$ cat src/rtl/y_argmax_seq_pkg.sv
// Shared constants and FSM encoding for the sequential argmax/sum block.
package y_argmax_seq_pkg;

    localparam int unsigned N    = 9;
    localparam int unsigned W    = 20;
    localparam int unsigned IDXW = 4;
    localparam int unsigned SW   = 24;

    // Most-negative W-bit value; seeds the running max so any element can win.
    localparam logic signed [W-1:0] MIN_VAL = {1'b1, {(W-1){1'b0}}};

    typedef enum logic [1:0] {
        StIdle = 2'd0,
        StScan = 2'd1,
        StDone = 2'd2
    } state_t;

endpackage

$ cat src/rtl/y_argmax_seq_if.sv
// Input set / result handshake bundle between producer, argmax block and consumer.
interface y_argmax_seq_if;
    import y_argmax_seq_pkg::*;

    logic                   in_valid;
    logic                   in_ready;
    logic [N*W-1:0]         y_flat;
    logic                   out_valid;
    logic                   out_ready;
    logic [IDXW-1:0]        max_idx;
    logic signed [W-1:0]    max_val;
    logic signed [SW-1:0]   sum_val;

    // Environment side: supplies sets and accepts results.
    modport master (
        output in_valid,
        output y_flat,
        output out_ready,
        input  in_ready,
        input  out_valid,
        input  max_idx,
        input  max_val,
        input  sum_val
    );

    // Block side.
    modport slave (
        input  in_valid,
        input  y_flat,
        input  out_ready,
        output in_ready,
        output out_valid,
        output max_idx,
        output max_val,
        output sum_val
    );

endinterface

$ cat src/rtl/y_cmp_acc.sv
// One combinational scan step: strict signed max update and sign-extended accumulate.
module y_cmp_acc
    import y_argmax_seq_pkg::*;
(
    input  logic signed [W-1:0]   elem,
    input  logic [IDXW-1:0]       cnt,
    input  logic signed [W-1:0]   run_max,
    input  logic [IDXW-1:0]       run_idx,
    input  logic signed [SW-1:0]  run_sum,
    output logic signed [W-1:0]   nxt_max,
    output logic [IDXW-1:0]       nxt_idx,
    output logic signed [SW-1:0]  nxt_sum
);

    logic signed [SW-1:0] elem_ext;

    // Strict compare keeps the earliest index on ties; sum width cannot overflow.
    always_comb begin
        nxt_max  = run_max;
        nxt_idx  = run_idx;
        elem_ext = {{(SW-W){elem[W-1]}}, elem};
        if (elem > run_max) begin
            nxt_max = elem;
            nxt_idx = cnt;
        end
        nxt_sum = run_sum + elem_ext;
    end

endmodule

$ cat src/rtl/y_argmax_seq.sv
// Captures a set of N signed elements, scans one per cycle, reports argmax and sum.
module y_argmax_seq
    import y_argmax_seq_pkg::*;
(
    input  logic          clk,
    input  logic          rst_n,
    y_argmax_seq_if.slave bus
);

    localparam logic [IDXW-1:0] LAST_IDX = IDXW'(N - 1);

    state_t               state_q, state_d;
    logic [IDXW-1:0]      cnt_q;
    logic signed [W-1:0]  elem_q [N];
    logic signed [W-1:0]  run_max_q;
    logic [IDXW-1:0]      run_idx_q;
    logic signed [SW-1:0] run_sum_q;
    logic [IDXW-1:0]      max_idx_q;
    logic signed [W-1:0]  max_val_q;
    logic signed [SW-1:0] sum_val_q;

    logic signed [W-1:0]  nxt_max;
    logic [IDXW-1:0]      nxt_idx;
    logic signed [SW-1:0] nxt_sum;
    logic                 accept;
    logic                 last_step;

    assign accept    = (state_q == StIdle) && bus.in_valid;
    assign last_step = (state_q == StScan) && (cnt_q == LAST_IDX);

    y_cmp_acc u_cmp_acc (
        .elem    (elem_q[cnt_q]),
        .cnt     (cnt_q),
        .run_max (run_max_q),
        .run_idx (run_idx_q),
        .run_sum (run_sum_q),
        .nxt_max (nxt_max),
        .nxt_idx (nxt_idx),
        .nxt_sum (nxt_sum)
    );

    // State register.
    always_ff @(posedge clk or negedge rst_n) begin
        if (!rst_n) begin
            state_q <= StIdle;
        end else begin
            state_q <= state_d;
        end
    end

    // Next-state logic.
    always_comb begin
        state_d = state_q;
        unique case (state_q)
            StIdle:  if (bus.in_valid)  state_d = StScan;
            StScan:  if (last_step)     state_d = StDone;
            StDone:  if (bus.out_ready) state_d = StIdle;
            default: state_d = StIdle;
        endcase
    end

    // Capture on acceptance, step the running values during the scan, load results at the end.
    always_ff @(posedge clk or negedge rst_n) begin
        if (!rst_n) begin
            cnt_q     <= '0;
            run_max_q <= MIN_VAL;
            run_idx_q <= '0;
            run_sum_q <= '0;
            max_idx_q <= '0;
            max_val_q <= '0;
            sum_val_q <= '0;
            for (int i = 0; i < N; i++) begin
                elem_q[i] <= '0;
            end
        end else if (accept) begin
            cnt_q     <= '0;
            run_max_q <= MIN_VAL;
            run_idx_q <= '0;
            run_sum_q <= '0;
            for (int i = 0; i < N; i++) begin
                elem_q[i] <= bus.y_flat[i*W +: W];
            end
        end else if (state_q == StScan) begin
            run_max_q <= nxt_max;
            run_idx_q <= nxt_idx;
            run_sum_q <= nxt_sum;
            if (last_step) begin
                cnt_q     <= '0;
                max_idx_q <= nxt_idx;
                max_val_q <= nxt_max;
                sum_val_q <= nxt_sum;
            end else begin
                cnt_q <= cnt_q + IDXW'(1);
            end
        end
    end

    assign bus.in_ready  = (state_q == StIdle);
    assign bus.out_valid = (state_q == StDone);
    assign bus.max_idx   = max_idx_q;
    assign bus.max_val   = max_val_q;
    assign bus.sum_val   = sum_val_q;

endmodule

$ cat src/flat_wrapper.sv
// flat-port wrapper written by rule: the top's interface ports become plain ports
module y_argmax_seq_flat import y_argmax_seq_pkg::*;
  (clk, rst_n, bus_in_valid, bus_y_flat, bus_out_ready, bus_in_ready, bus_out_valid, bus_max_idx, bus_max_val, bus_sum_val);
  y_argmax_seq_if bus_i ();
  input  logic clk;
  input  logic rst_n;
  input wire logic [$bits(bus_i.in_valid)-1:0] bus_in_valid;
  input wire logic [$bits(bus_i.y_flat)-1:0] bus_y_flat;
  input wire logic [$bits(bus_i.out_ready)-1:0] bus_out_ready;
  output wire logic [$bits(bus_i.in_ready)-1:0] bus_in_ready;
  output wire logic [$bits(bus_i.out_valid)-1:0] bus_out_valid;
  output wire logic [$bits(bus_i.max_idx)-1:0] bus_max_idx;
  output wire logic [$bits(bus_i.max_val)-1:0] bus_max_val;
  output wire logic [$bits(bus_i.sum_val)-1:0] bus_sum_val;
  assign bus_i.in_valid = bus_in_valid;
  assign bus_i.y_flat = bus_y_flat;
  assign bus_i.out_ready = bus_out_ready;
  assign bus_in_ready = bus_i.in_ready;
  assign bus_out_valid = bus_i.out_valid;
  assign bus_max_idx = bus_i.max_idx;
  assign bus_max_val = bus_i.max_val;
  assign bus_sum_val = bus_i.sum_val;
  y_argmax_seq u_core (.clk(clk), .rst_n(rst_n), .bus(bus_i));
endmodule
$ cat config.mk
export PLATFORM = sky130hd
export DESIGN_NAME = y_argmax_seq_flat
export DESIGN_NICKNAME = d
export VERILOG_FILES = /design/src/rtl/y_argmax_seq_pkg.sv /design/src/rtl/y_argmax_seq_if.sv /design/src/rtl/y_cmp_acc.sv /design/src/rtl/y_argmax_seq.sv /design/src/flat_wrapper.sv
export SDC_FILE = /design/constraint.sdc
export NUM_CORES = 1
export LEC_CHECK = 0
export ABC_AREA = 0
export BUFFER_PORTS_ARGS = -buffer_cell sky130_fd_sc_hd__buf_2
export CORE_MARGIN = 2
export CORE_UTILIZATION = 51
export CTS_CLUSTER_SIZE = 14
export DETAILED_ROUTE_END_ITERATION = 12
export GPL_TIMING_DRIVEN = 0
export PLACE_DENSITY = 0.75
export SLEW_MARGIN = 20
export SYNTH_ARGS = -nofsm -noshare
export SYNTH_HDL_FRONTEND = slang
export SYNTH_SLANG_ARGS = --single-unit
$ cat constraint.sdc
create_clock -name clk -period 4.12 [get_ports clk]
set_clock_uncertainty 0.2 [all_clocks]
set_input_delay 0.824 -clock clk [delete_from_list [all_inputs] [get_ports clk]]
set_output_delay 0.824 -clock clk [all_outputs]
set_load 0.01 [all_outputs]
# After elaboration in Yosys (flattened, before gate mapping)
# Index checks and enable logic that the tools add are counted.
dict set report op_classes {
  add_sub_neg 2
  magnitude_cmp 2
  n_eq_ne 6
  n_mux 18
  bitwise 2
  reduce_logical 6
}
# op count
set ops {}
lappend ops {{2-to-1 mux 20 bit} 5}
lappend ops {{binary-select mux 20 bit (select 4 bit)} 1}
lappend ops {{2-to-1 mux 24 bit} 2}
lappend ops {{adder 24 x 20 -> 24 bit} 1}
lappend ops {{2-to-1 mux 4 bit} 6}
lappend ops {{> comparator 20 bit} 1}
lappend ops {{2-to-1 mux 2 bit} 3}
lappend ops {{case mux 2 bit (3 select lines)} 1}
lappend ops {{AND reduction 3 bit} 2}
lappend ops {{greater-or-equal comparator 5 bit (second input constant)} 1}
lappend ops {{inverter 4 -> 5 bit} 1}
lappend ops {{adder 4 x 1 -> 4 bit (second input constant)} 1}
lappend ops {{== test 4 bit (second input constant)} 1}
lappend ops {{inequality test 2 bit (second input constant)} 2}
lappend ops {{== test 2 x 1 -> 1 bit (second input constant)} 1}
lappend ops {{== test 2 bit (second input constant)} 1}
lappend ops {{logical AND 1 bit} 2}
lappend ops {{logical NOT 2 bit} 1}
lappend ops {{inequality test 2 x 1 -> 1 bit (second input constant)} 1}
lappend ops {{nonzero test 2 bit} 1}
lappend ops {{inverter 1 bit} 1}
dict set report totals {
  regBits 282
  in_bits 184
  out_inout_bits 50
}

# Depth between registers and ports, before layout
dict set report depth {
  word_depth 8
  ltp_mapped 17
}

# Cells and area by module
# From an unflattened synthesis, not the netlist that was laid out.
dict set report unflattened {
  cells_unflattened 1047
  area_unflattened_um2 14010.9
}
# mod instances cells_per_inst area_per_inst_um2 seq_area_each_um2
set by_module_without_submodules {}
lappend by_module_without_submodules {y_argmax_seq 1 791 11952.7 7058.0}
lappend by_module_without_submodules {y_cmp_acc 1 256 2058.2 0.0}

# Worst setup path before layout
# OpenSTA, ideal clock, no wires.
dict set report synth_path {
  path_type {flip-flop to flip-flop}
  startpoint {register u_core.cnt_q[0]}
  endpoint {register u_core.sum_val_q[20], in the netlist u_core.bus.sum_val[20]}
  arrival_ns 3.709
  setup_slack_ns 0.075
  path_stages_with_launch 15
  n_path_buf 2
  synth_period_minus_slack_ns 4.045
  cell_sequence {dfrtp_1 buf_2 buf_4 mux4_2 mux2i_1 o21ai_0 fa_1 a211o_1 nand4_1 nand2_1 a221o_1 a221oi_2 o21bai_1 xnor2_1 o21ai_0}
}
dict set report synth_between {
  elab_chain_cells 5
}
# element line_no
set synth_rtl {}
lappend synth_rtl {{start: declaration} y_argmax_seq.sv:13} ;# logic [IDXW-1:0] cnt_q;
lappend synth_rtl {{start signal: assignment} y_argmax_seq.sv:93} ;# cnt_q <= cnt_q + IDXW'(1);
lappend synth_rtl {{inverter 4 -> 5 bit (not written as such)} y_argmax_seq.sv:32} ;# .elem (elem_q[cnt_q]),
lappend synth_rtl {{binary-select mux 20 bit (select 4 bit)} y_argmax_seq.sv:32}
lappend synth_rtl {{2-to-1 mux 20 bit (not written as such) (2 in series)} y_argmax_seq.sv:32}
lappend synth_rtl {{adder 24 x 20 -> 24 bit} y_cmp_acc.sv:26} ;# nxt_sum = run_sum + elem_ext;
lappend synth_rtl {{end signal: assignment} y_argmax_seq.sv:91} ;# sum_val_q <= nxt_sum;
lappend synth_rtl {{end: declaration} y_argmax_seq.sv:20} ;# logic signed [SW-1:0] sum_val_q;
# Several ways; a longest one is shown, not always the timed one. The select of a mux whose other input is x is not followed.
# A chain may end at the register's enable or synchronous reset.

# Worst setup path in the final report
dict set report layout_path {
  startpoint {register u_core.cnt_q[0]}
  endpoint {register u_core.run_max_q[16]}
}
dict set report layout_between {
  elab_chain_cells 8
}
# element line_no
set layout_rtl {}
lappend layout_rtl {{inverter 4 -> 5 bit (not written as such) *} y_argmax_seq.sv:32}
lappend layout_rtl {{binary-select mux 20 bit (select 4 bit) *} y_argmax_seq.sv:32}
lappend layout_rtl {{2-to-1 mux 20 bit (not written as such) * (2 in series)} y_argmax_seq.sv:32}
lappend layout_rtl {{> comparator 20 bit} y_cmp_acc.sv:22} ;# if (elem > run_max) begin
lappend layout_rtl {{2-to-1 mux 20 bit *} y_cmp_acc.sv:22}
lappend layout_rtl {{2-to-1 mux 20 bit *} y_argmax_seq.sv:83} ;# end else if (state_q == StScan) begin
lappend layout_rtl {{2-to-1 mux 20 bit *} y_argmax_seq.sv:75} ;# end else if (accept) begin
lappend layout_rtl {{end signal: assignment} y_argmax_seq.sv:84} ;# run_max_q <= nxt_max;
lappend layout_rtl {{end: declaration} y_argmax_seq.sv:15} ;# logic signed [W-1:0] run_max_q;
# Mark *: on every way between the ends. The rest lies on a longest branch, timed or not. The select of a mux whose other input is x is not followed.

==> results.md <==
* Final WL at 43,400 um
* Top sig layer: met4
* Layout area overhead at 28.9%
* Worst setup path category: flip-flop to flip-flop
* Async SR Flop Fraction at 100%
* Final slew viol count at 0
* TritonCTS Buffers at 29
* Nets@finish at between 2,000 and 2,500
* Die area at 28,400 um2
* Largest net degree at the start of global routing at 99
* Fraction of layout cells with a size suffix above 1 at a little over a quarter
* Routed length on met3 at ~3200 um
* Cell count after placement at around 2,100
* Clock Pin Slew Worst Setup and Hold Paths at 0.07 ns
* # diodes at 0
* Routed metal-1 wire length at 17,000 um
* Worst slew margin relative to its limit at between 20 and 30%
* Count of non-filler cells in the finished layout at 2,151
* # setup viols final at 30
* Status: complete, but fails checks
* Pre-Repair DR Iteration Count at 6
* Syn Nets at between 1,500 and 2,000
* CTS HTree Levels at 1
* Largest fanout on the critical path at 8
* Part of the cycle the worst path needs at 104%
* Synth top area share at roughly 50%
* Met2 wire length at 21,100 um
* Floorplan row count at 60
* Failing checks: negative setup slack
* Io pins at between 200 and 250
* Clk sink count at around 280
* Max-cap violations at 0
* GRT Util Overall at approximately 29%
* Dpl hpwl at approximately 29,000 um
* Initial antenna violation count at 0
* Count leader, synth: nand2_1
* Fin. Hold Viols at 0
* Routed WL per cell at 20.2 um
* Mapped Avg Cell Area at about 9.3 um2
* Clk root buf: clkbuf_16
* Register area share after synthesis at between 50 and 60%
* Setup TNS at -1.45 ns
* Critical path arrival at 4.53 ns
* Post-synthesis cell type count at 46
* CTS tree: yes
* Crit path time final at roughly 4.3 ns
* Initial Utilization at 51.6%
* CP Capture Type: flip-flop
* Remaining DRCs at 0
* Chip height at 169 um
* Type of origin of the critical path: flip-flop
* First-pass GRT wire length at 63,700 um
* Largest cells by area after synthesis: dfrtp_1, nand2_1, mux4_2
* Commonest register cell after synthesis: dfrtp_1
* R2r setup slk at -0.15 ns
* Cell count after synthesis at between 1,000 and 1,500
* FMAX at 0.234 GHz
* Gpl congestion at 0.892
* Tightest Pin Transition at ~1.0 ns
* Seq cells post-synth at 282
* Post-DRT Antenna Nets at 0
* Worst Hold Class: input pin to flip-flop
* Worst-Skew Late Latency at between 0.5 and 0.6 ns
* Ys Warns at 0
* Biggest area consumer among synthesized cells: dfrtp_1
* Longest Clk Path Bufs at 3
* Chip width at around 170 um
* DR iter-0 viols at 1,179
* Grt total ovfl at 0
* Synth cell count leaders: nand2_1, dfrtp_1, o21ai_0, clkbuf_1, nand3_1
* Vias per cell at 5.72
* Worst Path Required at about 4.4 ns
* Setup WS post-layout at -0.152 ns
* Unrepaired setup endpoints after global routing: true
* Core area at about 27,000 um2
* Count of buffers from port buffering at 233
* Post-synth EDFFs at 0
* Via count at 12,298
* Syn Std Cell Area at 13,800 um2
* Vias in the first global route at 12,075
[metrics by stage]
stage	utilization [%]	instance area, um2	hold slack, ns	setup slack (ns)
2_1_floorplan	-	13800	0.240	0.0752
3_3_place_gp	57.5	15400	0.250	-3.20
3_5_place_dp	57.9	15500	0.258	-1.06
4_1_cts	63.1	16900	0.224	-0.112
5_1_grt	66.5	17800	0.234	-0.296
6_report	66.5	17800	0.234	-0.152
[layout by cell type (no fill, tap or decap), types with 16 or more instances in the layout]
master     synthesis  routed
nand2_1          637     636
buf_4              3      24
a21oi_1           24      24
ha_1              45      31
buf_2             11     232
nor2_1            16      16
o21ai_0          104      56
o21ai_1            5      31
clkbuf_1          69      62
mux4_2            40      40
mux2i_4            0      16
a21o_1            25      25
inv_1             30      30
clkbuf_16          0      37
dfrtp_1          281     280
nand3_1           50      50
[worst max-delay path, stage by stage (launching register included)]
cell,delay (ns)
dfrtp_2,0.45
buf_12,0.19
buf_12,0.14
mux4_2,0.57
mux2i_2,0.24
o21ai_2,0.17
ha_1,0.36
nand4_1,0.24
buf_4,0.23
o41ai_2,0.37
mux2i_2,0.12
buf_6,0.18
and2_4,0.17
buf_12,0.14
clkbuf_16,0.15
o31ai_1,0.26
[flip-flops by register name (all words and copies together), names as in the netlist]
register / count
u_core.bus.max_idx: 4
u_core.bus.max_val: 20
u_core.bus.sum_val: 24
u_core.cnt_q: 4
u_core.elem_q: 180
u_core.run_idx_q: 4
u_core.run_max_q: 20
u_core.run_sum_q: 24
u_core.state_q: 2
[kinds of logic after synthesis]
logic type	count (synthesis)	synth area share, %
AOI/OAI and AO/OA	205	9.34
xor gates and xnor gates	22	1.49
adders and majority gates	46	4.22
buffers and inverters	119	3.41
DFF	282	51.0
muxes	82	9.56
and+or+nand+nor	733	20.9
[path summary, 6_finish.rpt]
check	from	cells after the start	end
max in group asynchronous	rst_n	4	u_core.elem_q[161]$_DFFE_PN0P_
hold reg to reg	u_core.elem_q[132]$_DFFE_PN0P_	2	u_core.elem_q[132]$_DFFE_PN0P_
setup / recovery	u_core.cnt_q[0]$_DFFE_PN0P_	15	u_core.run_max_q[16]$_DFFE_PN0P_
hold / removal	bus_y_flat[130]	3	u_core.elem_q[50]$_DFFE_PN0P_
min in group asynchronous	rst_n	2	u_core.bus.sum_val[21]$_DFFE_PN0P_
setup reg to reg	u_core.cnt_q[0]$_DFFE_PN0P_	15	u_core.run_max_q[16]$_DFFE_PN0P_
[final cells by class]
cell class	instances	area [um2]
fillers	2056	8990
flip-flops and latches	282	7060
multi-input cells	1088	6950
repair buffers	268	1660
clock buffers	42	865
plain buffers	88	553
well taps	341	427
clock inverters	12	189
inverters	30	113
[per-layer routing]
metal | vias up | global-route usage [%]
met5 | - | 0
met4 | 0 | 10.1
met3 | 136 | 4.47
met2 | 600 | 48.3
met1 | 5993 | 38.4
li1 | 5569 | -
[repair_timing]
item | in CTS | in global routing
resized for setup | 87 | 146
cloned | 0 | 8
setup endpoints to repair | 86 | 68
setup buffers | 8 | 15
hold buffers | 1 | 0
hold endpoints to repair | 52 | 0
pin swaps | 7 | 24
Power is not shown: default switching activity piles up to over one toggle a cycle in this logic, so the estimate is an artifact.
